`config.mk`:
```
export PLATFORM = sky130hd
export DESIGN_NAME = count_seg_display
export DESIGN_NICKNAME = d
export VERILOG_FILES = /design/src/rtl/count_seg_display.sv
export SDC_FILE = /design/constraint.sdc
export NUM_CORES = 1
export LEC_CHECK = 0
export ABC_AREA = 1
export CORE_AREA = 2 2 71 73
export DETAILED_ROUTE_END_ITERATION = 16
export DIE_AREA = 0 0 73 75
export GPL_ROUTABILITY_DRIVEN = 0
export PLACE_DENSITY = 0.82
export SETUP_SLACK_MARGIN = 0.5
export SLEW_MARGIN = 20
export SYNTH_ARGS = -nofsm -noshare
export SYNTH_HDL_FRONTEND = slang
export SYNTH_SLANG_ARGS = --single-unit
```
`constraint.sdc`:
```
create_clock -name Clk -period 3.3 [get_ports Clk]
set_input_delay 0.33 -clock Clk [delete_from_list [all_inputs] [get_ports Clk]]
set_output_delay 0.33 -clock Clk [all_outputs]
set_load 0.05 [all_outputs]
```
`src/rtl/count_seg_display.sv`:
```
// Two-digit muxed 7-seg monitor for a 4-bit up/down counter, plus wrap detection and a saturating net wrap tally.
// Latency: wrap pulse/tally 2 clocks after Count; display on the next frame (<= 2*SCAN_DIV+3 clocks). No backpressure.
module count_seg_display #(
  parameter int SCAN_DIV     = 4,
  parameter bit COMMON_ANODE = 1'b0
) (
  input  logic       Clk,
  input  logic       reset,
  input  logic [3:0] Count,
  input  logic       UpOrDown,
  output logic [6:0] Seg,
  output logic [1:0] An,
  output logic       WrapUp,
  output logic       WrapDown,
  output logic [7:0] WrapCount
);

  typedef enum logic [1:0] {S_UNITS, S_GAP_T, S_TENS, S_GAP_U} state_t;

  localparam logic [15:0] PRESC_MAX = 16'(SCAN_DIV - 1);
  localparam logic [6:0]  POL       = COMMON_ANODE ? 7'h7F : 7'h00;
  localparam logic [6:0]  BLANK     = POL;

  logic [3:0]  count_q, count_prev;
  logic        updown_q;
  logic        wrap_up_d, wrap_down_d;
  state_t      state, state_nxt;
  logic [15:0] presc, presc_nxt;
  logic [3:0]  disp, disp_nxt, units;
  logic        tens;
  logic [6:0]  seg_d;
  logic [1:0]  an_d;

  function automatic logic [6:0] glyph(input logic [3:0] d);
    case (d)
      4'd0:    glyph = 7'h3F;
      4'd1:    glyph = 7'h06;
      4'd2:    glyph = 7'h5B;
      4'd3:    glyph = 7'h4F;
      4'd4:    glyph = 7'h66;
      4'd5:    glyph = 7'h6D;
      4'd6:    glyph = 7'h7D;
      4'd7:    glyph = 7'h07;
      4'd8:    glyph = 7'h7F;
      4'd9:    glyph = 7'h6F;
      default: glyph = 7'h00;
    endcase
  endfunction

  assign wrap_up_d   = (count_prev == 4'd15) && (count_q == 4'd0)  &&  updown_q;
  assign wrap_down_d = (count_prev == 4'd0)  && (count_q == 4'd15) && !updown_q;

  always_ff @(posedge Clk or negedge reset) begin
    if (!reset) begin
      count_q    <= 4'd0;
      count_prev <= 4'd0;
      updown_q   <= 1'b0;
      WrapUp     <= 1'b0;
      WrapDown   <= 1'b0;
      WrapCount  <= 8'd0;
    end else begin
      count_q    <= Count;
      count_prev <= count_q;
      updown_q   <= UpOrDown;
      WrapUp     <= wrap_up_d;
      WrapDown   <= wrap_down_d;
      // Pulses still fire when the tally is pinned at a rail.
      if (wrap_up_d && (WrapCount != 8'hFF))
        WrapCount <= WrapCount + 8'd1;
      else if (wrap_down_d && (WrapCount != 8'h00))
        WrapCount <= WrapCount - 8'd1;
    end
  end

  always_ff @(posedge Clk or negedge reset) begin
    if (!reset) begin
      state <= S_GAP_U;
      presc <= 16'd0;
      disp  <= 4'd0;
    end else begin
      state <= state_nxt;
      presc <= presc_nxt;
      disp  <= disp_nxt;
    end
  end

  always_comb begin
    state_nxt = state;
    presc_nxt = presc + 16'd1;
    case (state)
      S_UNITS: if (presc == PRESC_MAX) begin
        state_nxt = S_GAP_T;
        presc_nxt = 16'd0;
      end
      S_GAP_T: begin
        state_nxt = S_TENS;
        presc_nxt = 16'd0;
      end
      S_TENS: if (presc == PRESC_MAX) begin
        state_nxt = S_GAP_U;
        presc_nxt = 16'd0;
      end
      S_GAP_U: begin
        state_nxt = S_UNITS;
        presc_nxt = 16'd0;
      end
      default: begin
        state_nxt = S_GAP_U;
        presc_nxt = 16'd0;
      end
    endcase
  end

  // Outputs are computed from the next state so they register on the same edge;
  // the frame value is taken from count_q on the edge that loads the latch.
  always_comb begin
    disp_nxt = (state == S_GAP_U) ? count_q : disp;
    tens     = (disp_nxt >= 4'd10);
    units    = tens ? 4'(disp_nxt - 4'd10) : disp_nxt;
    an_d     = 2'b00;
    seg_d    = BLANK;
    case (state_nxt)
      S_UNITS: begin
        an_d  = 2'b01;
        seg_d = glyph(units) ^ POL;
      end
      S_TENS: begin
        an_d  = 2'b10;
        seg_d = tens ? (7'h06 ^ POL) : BLANK;
      end
      default: begin
        an_d  = 2'b00;
        seg_d = BLANK;
      end
    endcase
  end

  always_ff @(posedge Clk or negedge reset) begin
    if (!reset) begin
      Seg <= BLANK;
      An  <= 2'b00;
    end else begin
      Seg <= seg_d;
      An  <= an_d;
    end
  end

endmodule
```
==> run summary, run 1 <==
STA
• Final Skew: 0.009296 ns
• Final Critical Period: 2.382 ns
• count of final max-slew check failures: 0
• final worst-path cycle share: 0.7219
• total negative slack for setup checks: 0 ns
• count of endpoints failing setup in the final report: 0
• RSZ-0062 raised after global routing: no
• worst slew margin relative to its limit: 0.5942
• worst slew pin tran: 0.6087 ns
• Setup WS post-layout: 0.9177 ns
• final-report hold violation count: 0
• Peak Freq: 419.8 MHz

Setup path
• arrival time at the worst endpoint: 2.57 ns
• destination of the worst register-to-register timing path: Seg[5]
• worst reg-to-reg setup slack: 0.92 ns
• Reg2Reg Depth: 11
• element type at the critical path end: flip-flop
• Critical R2R Launch: state[0]
• Crit path required time: 3.49 ns
• Setup CP Type: reg -> reg
• Critical Path Start: state[0]
• Critical Path Fanout Max: 9
• startpoint type of the worst setup path: flip-flop

Route
• first drt pass iteration count: 4
• residual DRC count: 0
• Vias: 2,173
• initial detailed-routing violation count: 116
• via count normalized by instance count: 5.224
• WL final: 4996 um
• Routed wire per std cell: 12.01 um
• number of routed nets with antenna violations: 0

Layout
• synthesis-to-finish area growth: 13.38%
• Antenna Cells: 0
• Final Net Count: 386
• post-layout instance area: 3138 sq um
• fraction of final layout cells sized beyond drive strength 1: 0.1050

Global routing
• pin count of the biggest net entering global routing: 51
• most used routing layer in global routing: met2
• global-route wire length before repair: 8611 um
• vias in the first global route: 2,056
• routing usage on met1: 0.2491
• GR Util All Layers: 0.2040
• global-route met2 utilization: 0.3493
• grt met3 use: 0.05355
• number of antenna violations at the first check in global routing: 0
• grt ovf: 0

Floorplanning
• Die Outline Area: 5475 sq um
• Starting Density: 0.5938
• total core area: 4661 sq um
• number of placed I/O pins: 26
• Die Ht: 75 um
• Rows: 25
• overall die width: 73 um

Placed design
• Placement Cell Area: 3059 sq um
• Post-Place Worst Slack: 0.9509 ns
• final HPWL from detailed placement: 3646 um
• Port Buf Inserts: 25

Logic synthesis
• share of synthesized area occupied by flip-flops and latches: 0.4530
• dominant cells by area after synthesis: dfrtp_1 43%, nand2_1 11%, ha_1 7.2%
• complex-gate fraction of the synthesized area: 0.04747
• count of mapped cells out of synthesis: 333
• Yosys cell types: 31
• post-synth net total: 357
• register bit total from synthesis: 50
• adder-cell share of the synthesized area: 0.07957
• area fraction in and, or, nand and nor cells after synthesis: 0.3124
• Syn. warnings: 0
• most common library cells after synthesis: 79 x nand2_1, 49 x nor2_1, 48 x dfrtp_1
• number of enable-type register cells in the synthesized netlist: 0
• most used standard cell by instance count after synthesis: nand2_1
• post-synthesis share of cell area spent on xor and xnor gates: 0.03797
• top cell type's share of synthesized area: 0.4340
• library cell occupying the most area in the post-synthesis netlist: dfrtp_1
• mux contribution to synthesized area: 0
• Post-Syn Area per Cell: 8.311 sq um
• proportion of register bits with asynchronous set or reset after synthesis: 1.000
• main combinational cell family by area after synthesis: simple AND/OR/NAND/NOR gates
• post-synthesis instance area: 2768 sq um
• Primary FF master, synth: dfrtp_1

Power
• power share of the combinational group: 0.263
• Clock power frac: 0.242
• pwr dens: 434.9 nW/um^2
• leakage power: 1.536 nW
• switch share: 0.3275
• sequential group share of total power: 0.495
• cell-internal power: 917.9 uW
• switching power: 446.9 uW
• worst ir drop on vdd: 0.3455 mV

Clock network
• maximum clock path buffer count: 2
• clock tree from TritonCTS: yes
• total clock buffers created by CTS: 5
• number of hold-repair buffers added at the cts stage: 0
• later-pin clock latency in the skew report: 0.30 ns
• sink count of the clock tree: 50
• Clock transition at path regs: 0.08 ns
• buffers inserted by post-CTS timing repair: 0
• number of H-tree levels: 2
• Post-CTS Resized: 0
• buffer type at the clock tree root: clkbuf_8

Worst hold path
• Tightest Hold Check Type: in -> async

Status
• outcome: complete, no violations

Flow run
• count of maximum capacitance violations: 0

-- power by group through the flow --
stage	logic, mW	registers, mW	clock network (mW)
floorplan	0.200	0.747	0
global placement	0.349	0.686	0
detailed placement	0.360	0.687	0
CTS	0.361	0.675	0.349
global route	0.399	0.680	0.366
finish	0.359	0.675	0.331
-- metal layers --
metal | routed length, um | share of wire | vias up
met5 | 0 | 0 | -
met4 | 50 | 0.010 | 0
met3 | 218 | 0.044 | 6
met2 | 2462 | 0.49 | 52
met1 | 2264 | 0.45 | 1023
li1 | - | - | 1092
-- registers in the layout, summed over array words and instances, names as in the netlist, 2 cells and up --
register	count
An	2
Seg	7
WrapCount	8
count_prev	4
count_q	4
disp	4
presc	16
state	2
-- per-stage QoR --
step	instances	total power, mW	hold slack, ns	utilization
after floorplan	333	0.9472	0.03441	-
after global placement	409	1.035	0.4173	0.6564
after detailed placement	409	1.047	0.4090	0.6564
after CTS	416	1.385	0.2567	0.6728
after global routing	416	1.445	0.08881	0.6733
final	416	1.365	0.03238	0.6733
-- final cells by class --
type                       count  area, sq um
timing repair buffer          25        247.7
sequential                    50         1254
clock buffer                   7        76.32
tap                           54        67.56
inverter                      45        171.4
multi-input combinational    235         1321
fill                         391         1523
-- cell families (layout without fill, tap and decap cells) --
| group | Yosys count | in the layout |
|---|---|---|
| flops | 50 | 50 |
| xor+xnor | 12 | 12 |
| fa+ha+maj | 17 | 17 |
| simple gates | 188 | 188 |
| compound gates | 18 | 18 |
| buf+inv | 48 | 77 |
-- cell usage in the layout, fill, tap and decap left out, types with 2 or more instances in the layout --
master / Yosys / final
nand4_1: 5 / 5
a21oi_1: 8 / 8
inv_1: 38 / 38
nand3_2: 3 / 3
o21ai_2: 5 / 5
nor3b_1: 2 / 2
nor3_2: 3 / 3
clkdlybuf4s50_1: 0 / 24
nand3_1: 25 / 25
xnor2_1: 5 / 5
nand3b_1: 2 / 2
clkbuf_8: 0 / 5
nand2_4: 2 / 2
xor2_1: 7 / 7
o21ai_4: 2 / 2
dfstp_2: 2 / 2
dfrtp_1: 48 / 48
nand2_2: 5 / 5
inv_2: 6 / 6
nand2_1: 79 / 79
clkbuf_1: 0 / 2
or2_1: 3 / 3
ha_1: 16 / 16
nor3_1: 6 / 6
o21ai_1: 3 / 3
nor2_1: 49 / 49
-- worst max-delay path, cell delays in order, from the launching register on --
cell     delay [ns]
dfstp_2        0.56
ha_1           0.46
nand2_1        0.17
o21ai_4        0.14
inv_2          0.09
o21ai_1        0.23
inv_1          0.12
ha_1           0.19
inv_1          0.07
nand2_1        0.06
a21oi_1        0.15
nor2_1         0.05
-- how the worst max path moves through the flow --
stage	to	slack, ns	cells after the start
after CTS	Seg[5]	0.95	11
after detailed placement	Seg[5]	0.95	11
after floorplan	WrapCount[7]	1.18	13
final	Seg[5]	0.92	11
after global routing	Seg[5]	0.68	11
after global placement	Seg[1]	1.02	9
Power figures use the tool's default switching activity.
==> inputs of run 2 (changes only) <==
--- a/config.mk
+++ b/config.mk
@@ -6,11 +6,11 @@
 export NUM_CORES = 1
 export LEC_CHECK = 0
 export ABC_AREA = 1
-export CORE_AREA = 2 2 71 73
+export CORE_AREA = 2 2 76 78
 export DETAILED_ROUTE_END_ITERATION = 16
-export DIE_AREA = 0 0 73 75
+export DIE_AREA = 0 0 78 80
 export GPL_ROUTABILITY_DRIVEN = 0
-export PLACE_DENSITY = 0.82
+export PLACE_DENSITY = 0.75
 export SETUP_SLACK_MARGIN = 0.5
 export SLEW_MARGIN = 20
 export SYNTH_ARGS = -nofsm -noshare
==> constraint.sdc (replaced) <==
create_clock -name Clk -period 2 [get_ports Clk]
set_input_delay 0.2 -clock Clk [delete_from_list [all_inputs] [get_ports Clk]]
set_output_delay 0.2 -clock Clk [all_outputs]
set_load 0.05 [all_outputs]
==> run summary, run 2 (synthesis gave the netlist of run 1 again) <==
Placed design
• Placement Cell Area: 3332 sq um
• final HPWL from detailed placement: 3930 um
• Port Buf Inserts: 25

STA
• Final Skew: 0.01277 ns
• count of endpoints failing setup in the final report: 5
• count of final max-slew check failures: 0
• worst slew margin relative to its limit: 0.6334
• Setup WS post-layout: -0.07277 ns
• Final Critical Period: 2.073 ns
• final worst-path cycle share: 1.036
• total negative slack for setup checks: -0.1653 ns
• RSZ-0062 raised after global routing: yes
• worst slew pin tran: 0.5499 ns
• Peak Freq: 482.4 MHz
• final-report hold violation count: 0

Status
• outcome: finished, violations left
• failing checks: negative setup slack

Global routing
• global-route wire length before repair: 10,530 um
• pin count of the biggest net entering global routing: 30
• GR Util All Layers: 0.2123
• number of antenna violations at the first check in global routing: 0
• grt ovf: 0
• vias in the first global route: 2,434

Floorplanning
• number of placed I/O pins: 26
• Die Ht: 80 um
• Die Outline Area: 6240 sq um
• Rows: 27
• total core area: 5405 sq um
• overall die width: 78 um
• Starting Density: 0.5120

Layout
• highest-count cells in the layout ignoring fill and taps: 65 x nand2_1, 40 x dfrtp_1, 32 x nor2_1
• flip-flop count of the largest register, all copies and words added: 16
• largest register by flop count: presc
• sequential cell area: 1264 sq um
• most common cell after layout, fill and taps aside: nand2_1
• synthesis-to-finish area growth: 46.97%
• post-layout instance area: 4068 sq um
• fraction of final layout cells sized beyond drive strength 1: 0.4261
• Antenna Cells: 0
• fillers: 351
• largest registers: presc x16, WrapCount x8, Seg x7
• Final Net Count: 429
• footprint of the multi-input gates: 1807 sq um

Setup path
• Setup CP Type: reg -> reg
• arrival time at the worst endpoint: 2.31 ns
• Reg2Reg Depth: 10
• end of the critical path: Seg[3]
• cell breakdown of the critical path: ha_4 > nand2_4 > o21ai_4 > nand2_4 > o21ai_4 > ha_4 > nand3b_1 > inv_1 > nor2_1 > nor2_1
• worst reg-to-reg setup slack: -0.07 ns
• Critical Path Fanout Max: 8
• element type at the critical path end: flip-flop
• delay of the slowest cell on the worst path: 0.58 ns
• Crit path required time: 2.24 ns
• destination of the worst register-to-register timing path: Seg[3]
• startpoint type of the worst setup path: flip-flop
• cell with the biggest individual delay on the critical path: dfstp_2
• Critical R2R Launch: state[1]
• Critical Path Start: state[1]

Route
• first drt pass iteration count: 4
• wl on met1: 2992 um
• Met3 Routed Length: 215 um
• met2 wire length: 3846 um
• Vias: 2,420
• Highest Signal Layer: met4
• number of routed nets with antenna violations: 0
• Routed wire per std cell: 15.07 um
• via count normalized by instance count: 5.063
• WL final: 7203 um
• initial detailed-routing violation count: 130
• residual DRC count: 0

Clock network
• sink count of the clock tree: 50
• maximum clock path buffer count: 2
• clock tree from TritonCTS: yes
• number of H-tree levels: 2
• Clock transition at path regs: 0.09 ns
• buffer type at the clock tree root: clkbuf_8
• later-pin clock latency in the skew report: 0.30 ns
• total clock buffers created by CTS: 5

Power
• leakage power: 1.870 nW
• pwr dens: 647.1 nW/um^2
• power share of the combinational group: 0.336
• sequential group share of total power: 0.416
• worst ir drop on vdd: 0.5900 mV
• cell-internal power: 1.750 mW
• switch share: 0.3353
• switching power: 882.6 uW
• Clock power frac: 0.248

Worst hold path
• Tightest Hold Check Type: in -> reg

Flow run
• count of maximum capacitance violations: 0

==> run 2: cell count changes in the layout (fill, tap and decap cells not counted), moves of 10 or more <==
cell	previous run	this run
nor2_4	0	14
ha_4	0	11
buf_4	1	31
nor2_1	49	32
dlygate4sd2_1	0	11
nand2_1	79	65
ha_1	16	0
clkdlybuf4s50_1	24	5
inv_1	38	28
==> run 2: critical path: cells and delay by family, from the launching register on <==
kind,cells,cell delay [ns]
flip-flops,1,0.58
AND/OR/NAND/NOR,5,0.50
adder cells (fa/ha/maj),2,0.49
AO/OA/AOI/OAI,2,0.35
buffers and inverters,1,0.09
==> run 2: layer usage <==
metal | track usage | vias up
met5 | 0 | -
met4 | 0.08772 | 0
met3 | 0.04412 | 12
met2 | 0.3586 | 45
met1 | 0.2657 | 1172
li1 | - | 1191
==> run 2: how the worst min path moves through the flow <==
stage	end	slack (ns)	from	cells after the start
global placement	presc[10]	0.22	reset	1
finish	count_q[2]	0.33	Count[2]	1
CTS	count_q[2]	0.33	Count[2]	1
global route	count_q[1]	0.33	Count[1]	1
detailed placement	WrapUp	0.23	reset	1
floorplan	An[0]	-0.1	reset	0
==> run 2: stage by stage <==
stage / hold WS, ns / setup slack (ns) / std cells / power [mW] / util
2_1_floorplan: -0.09559 / 0.08719 / 333 / 1.607 / -
3_3_place_gp: 0.2161 / 0.03337 / 445 / 1.819 / 0.6164
3_5_place_dp: 0.2250 / 0.004503 / 445 / 1.835 / 0.6164
4_1_cts: 0.3274 / 0.02710 / 472 / 2.533 / 0.6817
5_1_grt: 0.3259 / -0.1450 / 478 / 2.768 / 0.7525
6_report: 0.3340 / -0.07277 / 478 / 2.632 / 0.7525
==> run 2: power groups by stage <==
stage,clock (mW),combinational (mW),sequential [mW]
after floorplan,0,0.359,1.25
after global placement,0,0.708,1.11
after detailed placement,0,0.722,1.11
after CTS,0.665,0.776,1.09
after global routing,0.707,0.961,1.10
final,0.654,0.884,1.09
==> run 2: timing repair <==
| item | CTS | global route |
|---|---|---|
| cloned | 0 | 1 |
| endpoints found under the setup margin | 35 | 37 |
| resized for setup | 57 | 94 |
| pin swaps | 19 | 42 |
| hold endpoints to repair | 21 | 0 |
| hold buffers | 1 | 0 |
| buffers inserted | 18 | 5 |
==> run 2: layout make-up <==
class / count / area share
timing repair buffer: 68 / 0.1538
multi-input combinational: 235 / 0.4442
clock inverter: 1 / 0.002153
tap: 72 / 0.02215
inverter: 45 / 0.04337
clock buffer: 7 / 0.02369
sequential: 50 / 0.3107
